File: config.mk
export PLATFORM = sky130hd
export DESIGN_NAME = branch_hazard_unit
export DESIGN_NICKNAME = d
export VERILOG_FILES = /design/src/rtl/branch_hazard_unit_pkg.sv /design/src/rtl/branch_hazard_unit_load_use_detect.sv /design/src/rtl/branch_hazard_unit.sv
export SDC_FILE = /design/constraint.sdc
export NUM_CORES = 1
export LEC_CHECK = 0
export ABC_AREA = 0
export CAP_MARGIN = 20
export CORE_MARGIN = 2
export CORE_UTILIZATION = 47
export DETAILED_ROUTE_END_ITERATION = 7
export PLACE_DENSITY_LB_ADDON = 0.2
export SYNTH_ARGS = -nofsm -noshare
export SYNTH_HDL_FRONTEND = slang
export SYNTH_SLANG_ARGS = --single-unit
File: constraint.sdc
create_clock -name clock -period 4 [get_ports clock]
set_input_delay 0.4 -clock clock [delete_from_list [all_inputs] [get_ports clock]]
set_output_delay 0.4 -clock clock [all_outputs]
set_load 0.005 [all_outputs]
File: src/rtl/branch_hazard_unit_pkg.sv
// Shared control constants for the decode-stage branch/hazard logic:
// branch_status codes driven to the pipeline controller and the jump FSM state type.
package branch_hazard_unit_pkg;

    localparam logic [1:0] BRANCH_STATUS_IDLE     = 2'b00;
    localparam logic [1:0] BRANCH_STATUS_REDIRECT = 2'b01;
    localparam logic [1:0] BRANCH_STATUS_RELEASE  = 2'b10;

    localparam int REG_IDX_W = 5;

    typedef enum logic [1:0] {
        ST_IDLE     = 2'b00,
        ST_WAIT     = 2'b01,
        ST_REDIRECT = 2'b10,
        ST_RELEASE  = 2'b11
    } branch_state_t;

endpackage

File: src/rtl/branch_hazard_unit_load_use_detect.sv
// Pure-combinational load-use compare between the ID source operands and the EX load
// destination; the result is the raw stall before any FSM-state gating.
module load_use_detect
    import branch_hazard_unit_pkg::*;
(
    input  logic [REG_IDX_W-1:0] i_id_rs1,
    input  logic [REG_IDX_W-1:0] i_id_rs2,
    input  logic                 i_id_uses_rs1,
    input  logic                 i_id_uses_rs2,
    input  logic [REG_IDX_W-1:0] i_ex_rd,
    input  logic                 i_ex_is_load,
    output logic                 o_raw_stall
);

    logic w_rs1_hit;
    logic w_rs2_hit;
    logic w_rd_live;

    // x0 is hardwired to zero, so a load targeting it never creates a dependency.
    assign w_rd_live   = i_ex_is_load && (i_ex_rd != '0);
    assign w_rs1_hit   = i_id_uses_rs1 && (i_id_rs1 == i_ex_rd);
    assign w_rs2_hit   = i_id_uses_rs2 && (i_id_rs2 == i_ex_rd);
    assign o_raw_stall = w_rd_live && (w_rs1_hit || w_rs2_hit);

endmodule

File: src/rtl/branch_hazard_unit.sv
// Decode-stage branch sequencer (IDLE/WAIT/REDIRECT/RELEASE) plus load-use stall request.
// Optional statistics counters are built when BRANCH_HAZARD_STATS_EN is defined.
module branch_hazard_unit
    import branch_hazard_unit_pkg::*;
#(
    parameter int RESOLVE_LATENCY = 2,
    parameter int CNT_W           = 4
`ifdef BRANCH_HAZARD_STATS_EN
    ,
    parameter int STAT_W          = 32
`endif
)(
    input  logic                 clock,
    input  logic                 reset_n,
    input  logic                 flush,
    input  logic                 jump_start,
    input  logic [REG_IDX_W-1:0] id_rs1,
    input  logic [REG_IDX_W-1:0] id_rs2,
    input  logic                 id_uses_rs1,
    input  logic                 id_uses_rs2,
    input  logic [REG_IDX_W-1:0] ex_rd,
    input  logic                 ex_is_load,
    output logic [1:0]           branch_status,
    output logic                 want_stall
`ifdef BRANCH_HAZARD_STATS_EN
    ,
    output logic [STAT_W-1:0]    stat_jumps,
    output logic [STAT_W-1:0]    stat_stalls
`endif
);

    // WAIT is entered one cycle after acceptance and REDIRECT one cycle after the
    // counter reaches zero, hence the load value of LATENCY-2.
    localparam logic [CNT_W-1:0] CNT_LOAD =
        (RESOLVE_LATENCY > 1) ? CNT_W'(RESOLVE_LATENCY - 2) : '0;

    branch_state_t    r_state;
    logic [CNT_W-1:0] r_cnt;
    logic [1:0]       r_status;
    logic             w_raw_stall;
    logic             w_want_stall;
    logic             w_accept;

    load_use_detect u_load_use_detect (
        .i_id_rs1      (id_rs1),
        .i_id_rs2      (id_rs2),
        .i_id_uses_rs1 (id_uses_rs1),
        .i_id_uses_rs2 (id_uses_rs2),
        .i_ex_rd       (ex_rd),
        .i_ex_is_load  (ex_is_load),
        .o_raw_stall   (w_raw_stall)
    );

    // Operands are already captured once a jump is underway, so only IDLE can stall.
    assign w_want_stall = w_raw_stall && (r_state == ST_IDLE);
    assign w_accept     = jump_start && !w_want_stall;

    always_ff @(posedge clock or negedge reset_n) begin
        if (!reset_n) begin
            r_state  <= ST_IDLE;
            r_cnt    <= '0;
            r_status <= BRANCH_STATUS_IDLE;
        end else if (flush) begin
            r_state  <= ST_IDLE;
            r_cnt    <= '0;
            r_status <= BRANCH_STATUS_IDLE;
        end else begin
            case (r_state)
                ST_IDLE: begin
                    if (w_accept) begin
                        if (RESOLVE_LATENCY == 1) begin
                            r_state  <= ST_REDIRECT;
                            r_status <= BRANCH_STATUS_REDIRECT;
                        end else begin
                            r_state  <= ST_WAIT;
                            r_cnt    <= CNT_LOAD;
                            r_status <= BRANCH_STATUS_IDLE;
                        end
                    end
                end
                ST_WAIT: begin
                    if (r_cnt == '0) begin
                        r_state  <= ST_REDIRECT;
                        r_status <= BRANCH_STATUS_REDIRECT;
                    end else begin
                        r_cnt <= r_cnt - CNT_W'(1);
                    end
                end
                ST_REDIRECT: begin
                    r_state  <= ST_RELEASE;
                    r_status <= BRANCH_STATUS_RELEASE;
                end
                ST_RELEASE: begin
                    r_state  <= ST_IDLE;
                    r_status <= BRANCH_STATUS_IDLE;
                end
                default: begin
                    r_state  <= ST_IDLE;
                    r_cnt    <= '0;
                    r_status <= BRANCH_STATUS_IDLE;
                end
            endcase
        end
    end

    assign branch_status = r_status;
    assign want_stall    = w_want_stall;

`ifdef BRANCH_HAZARD_STATS_EN
    logic [STAT_W-1:0] r_stat_jumps;
    logic [STAT_W-1:0] r_stat_stalls;

    // A flush in RELEASE aborts the hand-off, so that jump is not counted.
    always_ff @(posedge clock or negedge reset_n) begin
        if (!reset_n) begin
            r_stat_jumps  <= '0;
            r_stat_stalls <= '0;
        end else begin
            if ((r_state == ST_RELEASE) && !flush) begin
                r_stat_jumps <= r_stat_jumps + STAT_W'(1);
            end
            if (w_want_stall && !flush) begin
                r_stat_stalls <= r_stat_stalls + STAT_W'(1);
            end
        end
    end

    assign stat_jumps  = r_stat_jumps;
    assign stat_stalls = r_stat_stalls;
`endif

endmodule

==> impl_metrics.tcl, run 1 <==
set metrics [dict create \
    crit_chain "clkdlybuf4s50_1, or3_1, o311a_4, and2_2, clkdlybuf4s50_1" \
    slew_headroom_pct 70.0 \
    synth_common_cells "xnor2_1, dfrtp_1, ha_1, inv_1" \
    status "complete, no violations" \
    ys_ff_latch 8 \
    dp_hpwl_um 1250 \
    fin_worst_skew_ns 0.00426 \
    fin_crit_sh_pct 66.1 \
    critPathMaxFanout 3 \
    arrival_ns 2.24 \
    insertion_delay_ns 0.25 \
    vias 594 \
    initial_utilization_pct 48.9 \
    end_kind "primary output" \
    drive_gt1_share_pct 13.5 \
    n_antenna_cell 0 \
    netlist_area_um2 719 \
    ant_nets 0 \
    synth_cells 70 \
    clk_pin_slew_ns 0.05 \
    worstPathRequired_ns 3.60 \
    leakage_nw 0.424 \
    io_pins 25 \
    dr.pass1.iters 4 \
    cts_tree "yes" \
    grt_pass1_vias 640 \
    syn_avg_cell_area_um2 10.3 \
    post_cts_buffers 0 \
    synth-edff-count 0 \
    powerDensity_nw_per_um2 300 \
    cp_common_cell "clkdlybuf4s50_1" \
    dieArea_um2 1860 \
    final-max-slew-violation-count 0 \
    die_h_um 43.1 \
    vias_per_cell 5.30 \
    fp.dieW_um 43.1 \
    worst_pin_slew_ns 0.446 \
    ys_warn_count 0 \
    cp_slowest_cell "clkdlybuf4s50_1" \
    grt_usage_pct 20.4 \
    fp.coreArea_um2 1470 \
    clock-root-buffer "clkbuf_4" \
    synth.area.top_cells "dfrtp_1, xnor2_1, ha_1, mux2_4, mux2i_1" \
    antenna_found_initial 0 \
    clock_sinks 8 \
    first_iter_violations 6 \
    cts_resized 0 \
    synth_most_common_cell "xnor2_1" \
    io_buffers 24 \
    rsz0062_at_grt "no" \
    routed_wl_um 1530 \
    hold_ws_ns 0.415 \
    nNetsFinal 126 \
    hp-class "in -> async" \
    num-fill-cells 127 \
    syn2layout_area_growth_pct 36.7 \
    drcViolationCount 0 \
    setup_viol 0 \
    finalCriticalPeriod_ns 2.64 \
    ys_types 33 \
    drv_cap 0 \
    regToRegSetupSlack_ns 2.15 \
    wire_per_inst_um 13.7 \
    grt-ovfl-total 0 \
    grt_pass1_wl_um 2750 \
    synth_top_area_share_pct 27.8 \
    cts_max_level 1 \
    critPathMaxStageDelay_ns 0.47 \
    num_rows 14 \
    tns_ns 0 \
    hold_viol_final 0 \
    async_reset_ff_share_pct 100 \
    numCtsBuffers 3 \
    fmax_mhz 378 \
    peakVddDrop_uv 256 \
    syn-num-nets 98 \
    yosysSeqAreaShare_pct 27.8 \
    path_class "in -> out" \
    cts_hold_buf 0 \
    synth_area_leader_cell "dfrtp_1" \
    crit_path_start_kind "input port" \
    clock_path_buffers 2 \
    place_congestion 0.818 \
    grt_max_degree 11 \
    yosys_most_used_dff "dfrtp_1" \
]
flip-flops by register name, summed over array words and instances (netlist names):
register,count
branch_status,2
r_state,2
r_cnt,4
cell type report:
class	count	area, um^2	area share, %
multi-input cells	55	478	48.6
repair buffers	24	240	24.4
clock buffers	3	22.5	2.29
inverters	6	22.5	2.29
flip-flops and latches	8	200	20.4
well taps	16	20.0	2.04
stage by stage:
step,util [%],total power [mW],worst slack (ns),std cells,area (um^2)
after floorplan,-,0.189,2.15,70,719
final,66.8,0.295,1.36,112,983
after global routing,66.8,0.323,1.24,112,983
after CTS,66.8,0.300,1.35,112,983
after detailed placement,65.3,0.239,1.35,109,961
after global placement,65.3,0.233,1.38,109,961
worst max-delay path: cells and delay by family:
kind            cells  cell delay [ns]
simple gates        2             0.61
compound gates      1             0.33
buf+inv             2             0.90
layout by cell type, fill, tap and decap left out, drive strengths merged, types with 2 or more instances in the layout:
cell type      Yosys  routed
o21ai              3       3
nand2              2       2
nor3               2       2
clkbuf             0       3
and2b              2       2
ha                 6       6
nand4              2       2
xnor2             10      10
clkdlybuf4s50      0      24
dfrtp              8       8
nand2b             3       3
mux2i              3       3
inv                6       6
a21boi             2       2
o22ai              2       2
mux2               3       3
a21oi              2       2
cells by family after synthesis:
logic type	share of synthesized area, %
AO/OA/AOI/OAI	17.0
adder cells (fa/ha/maj)	10.4
flip-flops	27.8
XOR/XNOR	12.2
AND/OR/NAND/NOR	16.4
multiplexers	10.4
buffers and inverters	5.74
power by group:
group | internal (mW) | switching [mW] | leakage (nW)
registers | 0.0918 | 0.00857 | 0.109
clock network | 0.0341 | 0.0240 | 0.0138
logic | 0.0781 | 0.0585 | 0.301
worst paths after layout:
kind | from | end | cells past startpoint
min in group clock | branch_status[1]$_DFFE_PN0P_ | branch_status[1]$_DFFE_PN0P_ | 1
max in group asynchronous | reset_n | r_cnt[3]$_DFFE_PN0P_ | 1
min | reset_n | branch_status[1]$_DFFE_PN0P_ | 1
max | ex_rd[0] | want_stall | 5
min reg2reg | branch_status[1]$_DFFE_PN0P_ | branch_status[1]$_DFFE_PN0P_ | 1
max reg2reg | r_cnt[0]$_DFFE_PN0P_ | branch_status[0]$_DFFE_PN0P_ | 6
metal layers:
| layer | vias to the layer above | routed length [um] | GRT usage, % |
|---|---|---|---|
| met2 | 21 | 765 | 34.9 |
| met5 | - | 0 | 0 |
| met4 | 0 | 43 | 12.7 |
| li1 | 296 | - | - |
| met3 | 4 | 95 | 3.40 |
| met1 | 273 | 629 | 22.9 |
Note: power is estimated with default switching activity, not from simulation.
==> run 2: changes to the inputs <==
--- a/config.mk
+++ b/config.mk
@@ -8,7 +8,7 @@
 export ABC_AREA = 0
 export CAP_MARGIN = 20
 export CORE_MARGIN = 2
-export CORE_UTILIZATION = 47
+export CORE_UTILIZATION = 39
 export DETAILED_ROUTE_END_ITERATION = 7
 export PLACE_DENSITY_LB_ADDON = 0.2
 export SYNTH_ARGS = -nofsm -noshare
==> constraint.sdc (replaced) <==
create_clock -name clock -period 2.3 [get_ports clock]
set_input_delay 0.23 -clock clock [delete_from_list [all_inputs] [get_ports clock]]
set_output_delay 0.23 -clock clock [all_outputs]
set_load 0.005 [all_outputs]
==> run 2 against run 1 <==
Net effect:
- global-route usage decreased by 6.6 points
- count of clock-buffer cells in the layout did not move
- largest power group unchanged
- sequential power is 73% higher
- sequential share of layout area shrank 0.82 points
- wire length down 8.2%
- non-clock buffer count grew 4
- core utilization is 7.5 points lower
- combinational power rose by 74%
- clock skew rose by 0.0047 ns
- sequential cell count unchanged
- highest routed layer unchanged
==> impl_metrics.tcl, run 2 (synthesis results as in run 1) <==
set metrics [dict create \
    fmax_mhz 446 \
    clock_path_buffers 2 \
    regToRegSetupSlack_ns 0.44 \
    antenna_found_initial 0 \
    wire_per_inst_um 11.3 \
    clk_pin_slew_ns 0.05 \
    ant_nets 0 \
    dr.pass1.iters 4 \
    drv_cap 0 \
    tns_ns 0 \
    reg2reg_from "r_cnt[1]$_DFFE_PN0P_" \
    rr_worst_depth 6 \
    hp-class "in -> async" \
    cts_tree "yes" \
    nNetsFinal 130 \
    die_h_um 47.0 \
    cts_hold_buf 0 \
    fin_worst_skew_ns 0.00900 \
    largest_register_ff_count 4 \
    slew_headroom_pct 68.5 \
    clock_sinks 8 \
    status "complete, no violations" \
    initial_utilization_pct 41.7 \
    place_congestion 0.722 \
    final-max-slew-violation-count 0 \
    final_common_cell "clkdlybuf4s50_1" \
    drcViolationCount 0 \
    fin_crit_sh_pct 97.4 \
    setup_viol 0 \
    drive_gt1_share_pct 17.0 \
    hold_viol_final 0 \
    n_antenna_cell 0 \
    peakVddDrop_uv 334 \
    worstPathRequired_ns 2.07 \
    dieArea_um2 2200 \
    vias_per_cell 4.82 \
    leakage_nw 0.443 \
    finalCriticalPeriod_ns 2.24 \
    grt_max_degree 11 \
    critPathMaxFanout 3 \
    numCtsBuffers 3 \
    clock-root-buffer "clkbuf_4" \
    insertion_delay_ns 0.25 \
    cts_resized 0 \
    final_cell_mix "clkdlybuf4s50_1, xnor2_1, dfrtp_1" \
    io_pins 25 \
    first_iter_violations 9 \
    vias 603 \
    worst_pin_slew_ns 0.471 \
    path_class "in -> out" \
    io_buffers 24 \
    powerDensity_nw_per_um2 503 \
    cts_max_level 1 \
    fp.coreArea_um2 1730 \
    end_kind "primary output" \
    syn2layout_area_growth_pct 42.4 \
    top_register "r_cnt" \
    power.total_uw 515 \
    crit_path_start_kind "input port" \
    dp_hpwl_um 1170 \
    grt_pass1_wl_um 2150 \
    grt_usage_pct 13.8 \
    rsz0062_at_grt "no" \
    grt-ovfl-total 0 \
    arrival_ns 2.01 \
    grt_pass1_vias 543 \
    fp.dieW_um 47.0 \
    r2r-end "branch_status[1]$_DFFE_PN0P_" \
    num_rows 15 \
    post_cts_buffers 0 \
    routed_wl_um 1410 \
]
## run 2: worst max path at each step
stage	slack, ns	endpoint	from
after floorplan	0.61	branch_status[0]$_DFFE_PN0P_	r_cnt[0]$_DFFE_PN0P_
after global placement	0.08	want_stall	ex_rd[0]
after detailed placement	0.04	want_stall	ex_rd[0]
after CTS	0.04	want_stall	ex_rd[0]
after global routing	0.006	want_stall	ex_rd[0]
final	0.06	want_stall	ex_rd[0]
## run 2: per-stage QoR
stage               cells  cell area (um^2)  hold WS [ns]  util (%)  setup slack [ns]
CTS                   125              1020         0.255      59.3            0.0372
global route          125              1020         0.268      59.3           0.00570
global placement      122              1000         0.497      58.0            0.0791
finish                125              1020         0.240      59.3            0.0595
floorplan              70               719       -0.0656         -             0.613
detailed placement    122              1000         0.496      58.0            0.0414
## run 2: layout make-up
cell class	count	area, um^2
fillers	174	702
multi-input cells	55	478
repair buffers	28	270
flip-flops and latches	8	200
well taps	25	31.3
clock buffers	3	22.5
inverters	6	22.5
## run 2: worst max-delay path, cell delays in order
cell             delay (ns)
clkdlybuf4s50_1        0.41
or3_1                  0.39
o311a_4                0.33
and2_2                 0.19
clkdlybuf4s50_1        0.45
## run 2: per-layer routing
metal | vias up | wire length (um) | part of all wire (%) | GRT usage (%)
met5 | - | 0 | 0 | 0
met4 | 0 | 14 | 0.99 | 6.67
met3 | 2 | 114 | 8.1 | 1.92
met2 | 25 | 611 | 43 | 22.2
met1 | 269 | 668 | 47 | 18.1
li1 | 307 | - | - | -
## run 2: power breakdown
| group | switching (mW) | internal, mW | total, mW |
|---|---|---|---|
| clock network | 0.0439 | 0.0594 | 0.103 |
| registers | 0.0135 | 0.159 | 0.173 |
| logic | 0.0997 | 0.139 | 0.239 |
==> run 3: changes to the inputs <==
--- a/config.mk
+++ b/config.mk
@@ -10,7 +10,8 @@
 export CORE_MARGIN = 2
 export CORE_UTILIZATION = 39
 export DETAILED_ROUTE_END_ITERATION = 7
-export PLACE_DENSITY_LB_ADDON = 0.2
+export GPL_TIMING_DRIVEN = 0
+export PLACE_DENSITY = 0.73
 export SYNTH_ARGS = -nofsm -noshare
 export SYNTH_HDL_FRONTEND = slang
 export SYNTH_SLANG_ARGS = --single-unit
==> run 3 against run 2 <==
Net effect:
- die area unchanged
- largest cell class unchanged
- final area down 0.85%
- critical path depth unchanged
- fmax down 0.56%
- first-iteration DRC count up 44%
- setup slack worse by 0.013 ns
- clock skew down 0.0070 ns
- sequential share of layout area up 0.17 points
==> impl_metrics.tcl, run 3 (synthesis results as in run 1) <==
set metrics [dict create \
    end_kind "primary output" \
    rsz0062_at_grt "no" \
    fp.coreArea_um2 1730 \
    vias 595 \
    finalCriticalPeriod_ns 2.25 \
    grt_pass1_vias 520 \
    cts_tree "yes" \
    grt-ovfl-total 0 \
    slew_headroom_pct 71.5 \
    worst_pin_slew_ns 0.423 \
    final-max-slew-violation-count 0 \
    place_congestion 0.666 \
    reg2reg_from "r_cnt[1]$_DFFE_PN0P_" \
    fp.dieW_um 47.0 \
    fin_worst_skew_ns 0.00201 \
    insertion_delay_ns 0.24 \
    clk_pin_slew_ns 0.05 \
    hold_viol_final 0 \
    stdcell_area_um2 1020 \
    tns_ns 0 \
    final_core_util_pct 58.8 \
    fmax_mhz 444 \
    top_register "r_cnt" \
    regToRegSetupSlack_ns 0.46 \
    powerDensity_nw_per_um2 502 \
    numCtsBuffers 3 \
    num_rows 15 \
    clock_path_buffers 2 \
    hp-class "in -> async" \
    final_common_cell "clkdlybuf4s50_1" \
    grt_pass1_wl_um 2100 \
    io_buffers 23 \
    first_iter_violations 13 \
    path_class "in -> out" \
    clock-root-buffer "clkbuf_4" \
    largest_register_ff_count 4 \
    fin_ws_ns 0.0468 \
    power.total_uw 510 \
    dieArea_um2 2200 \
    n_antenna_cell 0 \
    drcViolationCount 0 \
    fin_crit_sh_pct 98.0 \
    critPathMaxFanout 3 \
    peakVddDrop_uv 420 \
    clock_sinks 8 \
    grt_usage_pct 14.0 \
    crit_path_start_kind "input port" \
    io_pins 25 \
    leakage_nw 0.444 \
    arrival_ns 2.02 \
    cts_max_level 1 \
    r2r-end "branch_status[1]$_DFFE_PN0P_" \
    die_h_um 47.0 \
    dp_hpwl_um 1200 \
    dr.pass1.iters 4 \
    dp_slack_ns -0.0392 \
    initial_utilization_pct 41.7 \
    antenna_found_initial 0 \
    grt_max_degree 11 \
    wire_per_inst_um 12.5 \
    final_cell_mix "clkdlybuf4s50_1, xnor2_1, dfrtp_1" \
    ant_nets 0 \
    status "complete, no violations" \
    post_cts_buffers 0 \
    routed_wl_um 1510 \
    drv_cap 0 \
    rr_worst_depth 6 \
    setup_viol 0 \
    placed_area_um2 981 \
    worstPathRequired_ns 2.07 \
    nNetsFinal 126 \
    vias_per_cell 4.92 \
    drive_gt1_share_pct 16.7 \
    syn2layout_area_growth_pct 41.2 \
]
==> run 3: critical path, cell delays in order <==
cell and delay (ns):
clkdlybuf4s50_1 0.47, or3_4 0.36, o311a_4 0.33, and2_2 0.19, clkdlybuf4s50_1 0.44
==> run 3: power by group <==
part	internal, mW	switching, mW
logic	0.137	0.101
registers	0.160	0.0140
clock network	0.0591	0.0392
total	0.356	0.154
==> run 3: cell type report <==
| cell class | instances | area, um^2 |
|---|---|---|
| buffer | 1 | 18.8 |
| clock buffer | 3 | 22.5 |
| fill | 161 | 711 |
| inverter | 6 | 22.5 |
| multi-input combinational | 55 | 489 |
| sequential | 8 | 200 |
| tap | 25 | 31.3 |
| timing repair buffer | 23 | 231 |
==> run 3: timing repair <==
action	4_1_cts	5_1_grt
hold buffers	0	0
setup endpoints to repair	1	1
endpoints found under the hold margin	0	0
gates resized for setup	2	2
==> run 3: worst max-delay path by stage <==
stage	startpoint	to	slack (ns)	cells past startpoint
6_report	ex_rd[2]	want_stall	0.05	5
5_1_grt	ex_rd[2]	want_stall	0.006	5
4_1_cts	ex_rd[1]	want_stall	0.003	5
3_5_place_dp	ex_rd[0]	want_stall	-0.04	5
3_3_place_gp	ex_rd[0]	want_stall	-0.005	5
2_1_floorplan	r_cnt[0]$_DFFE_PN0P_	branch_status[0]$_DFFE_PN0P_	0.61	6
==> run 3: stage by stage <==
stage / cells / hold WS (ns)
3_3_place_gp: 118 / 0.500
4_1_cts: 121 / 0.259
3_5_place_dp: 118 / 0.501
5_1_grt: 121 / 0.282
6_report: 121 / 0.259
2_1_floorplan: 70 / -0.0656
==> run 3: routing by layer <==
layer,GRT usage (%),up-vias,share of wire (%)
li1,-,299,-
met1,16.3,269,44
met2,23.3,25,45
met3,2.31,2,9.9
met4,10.0,0,0.66
met5,0,-,0
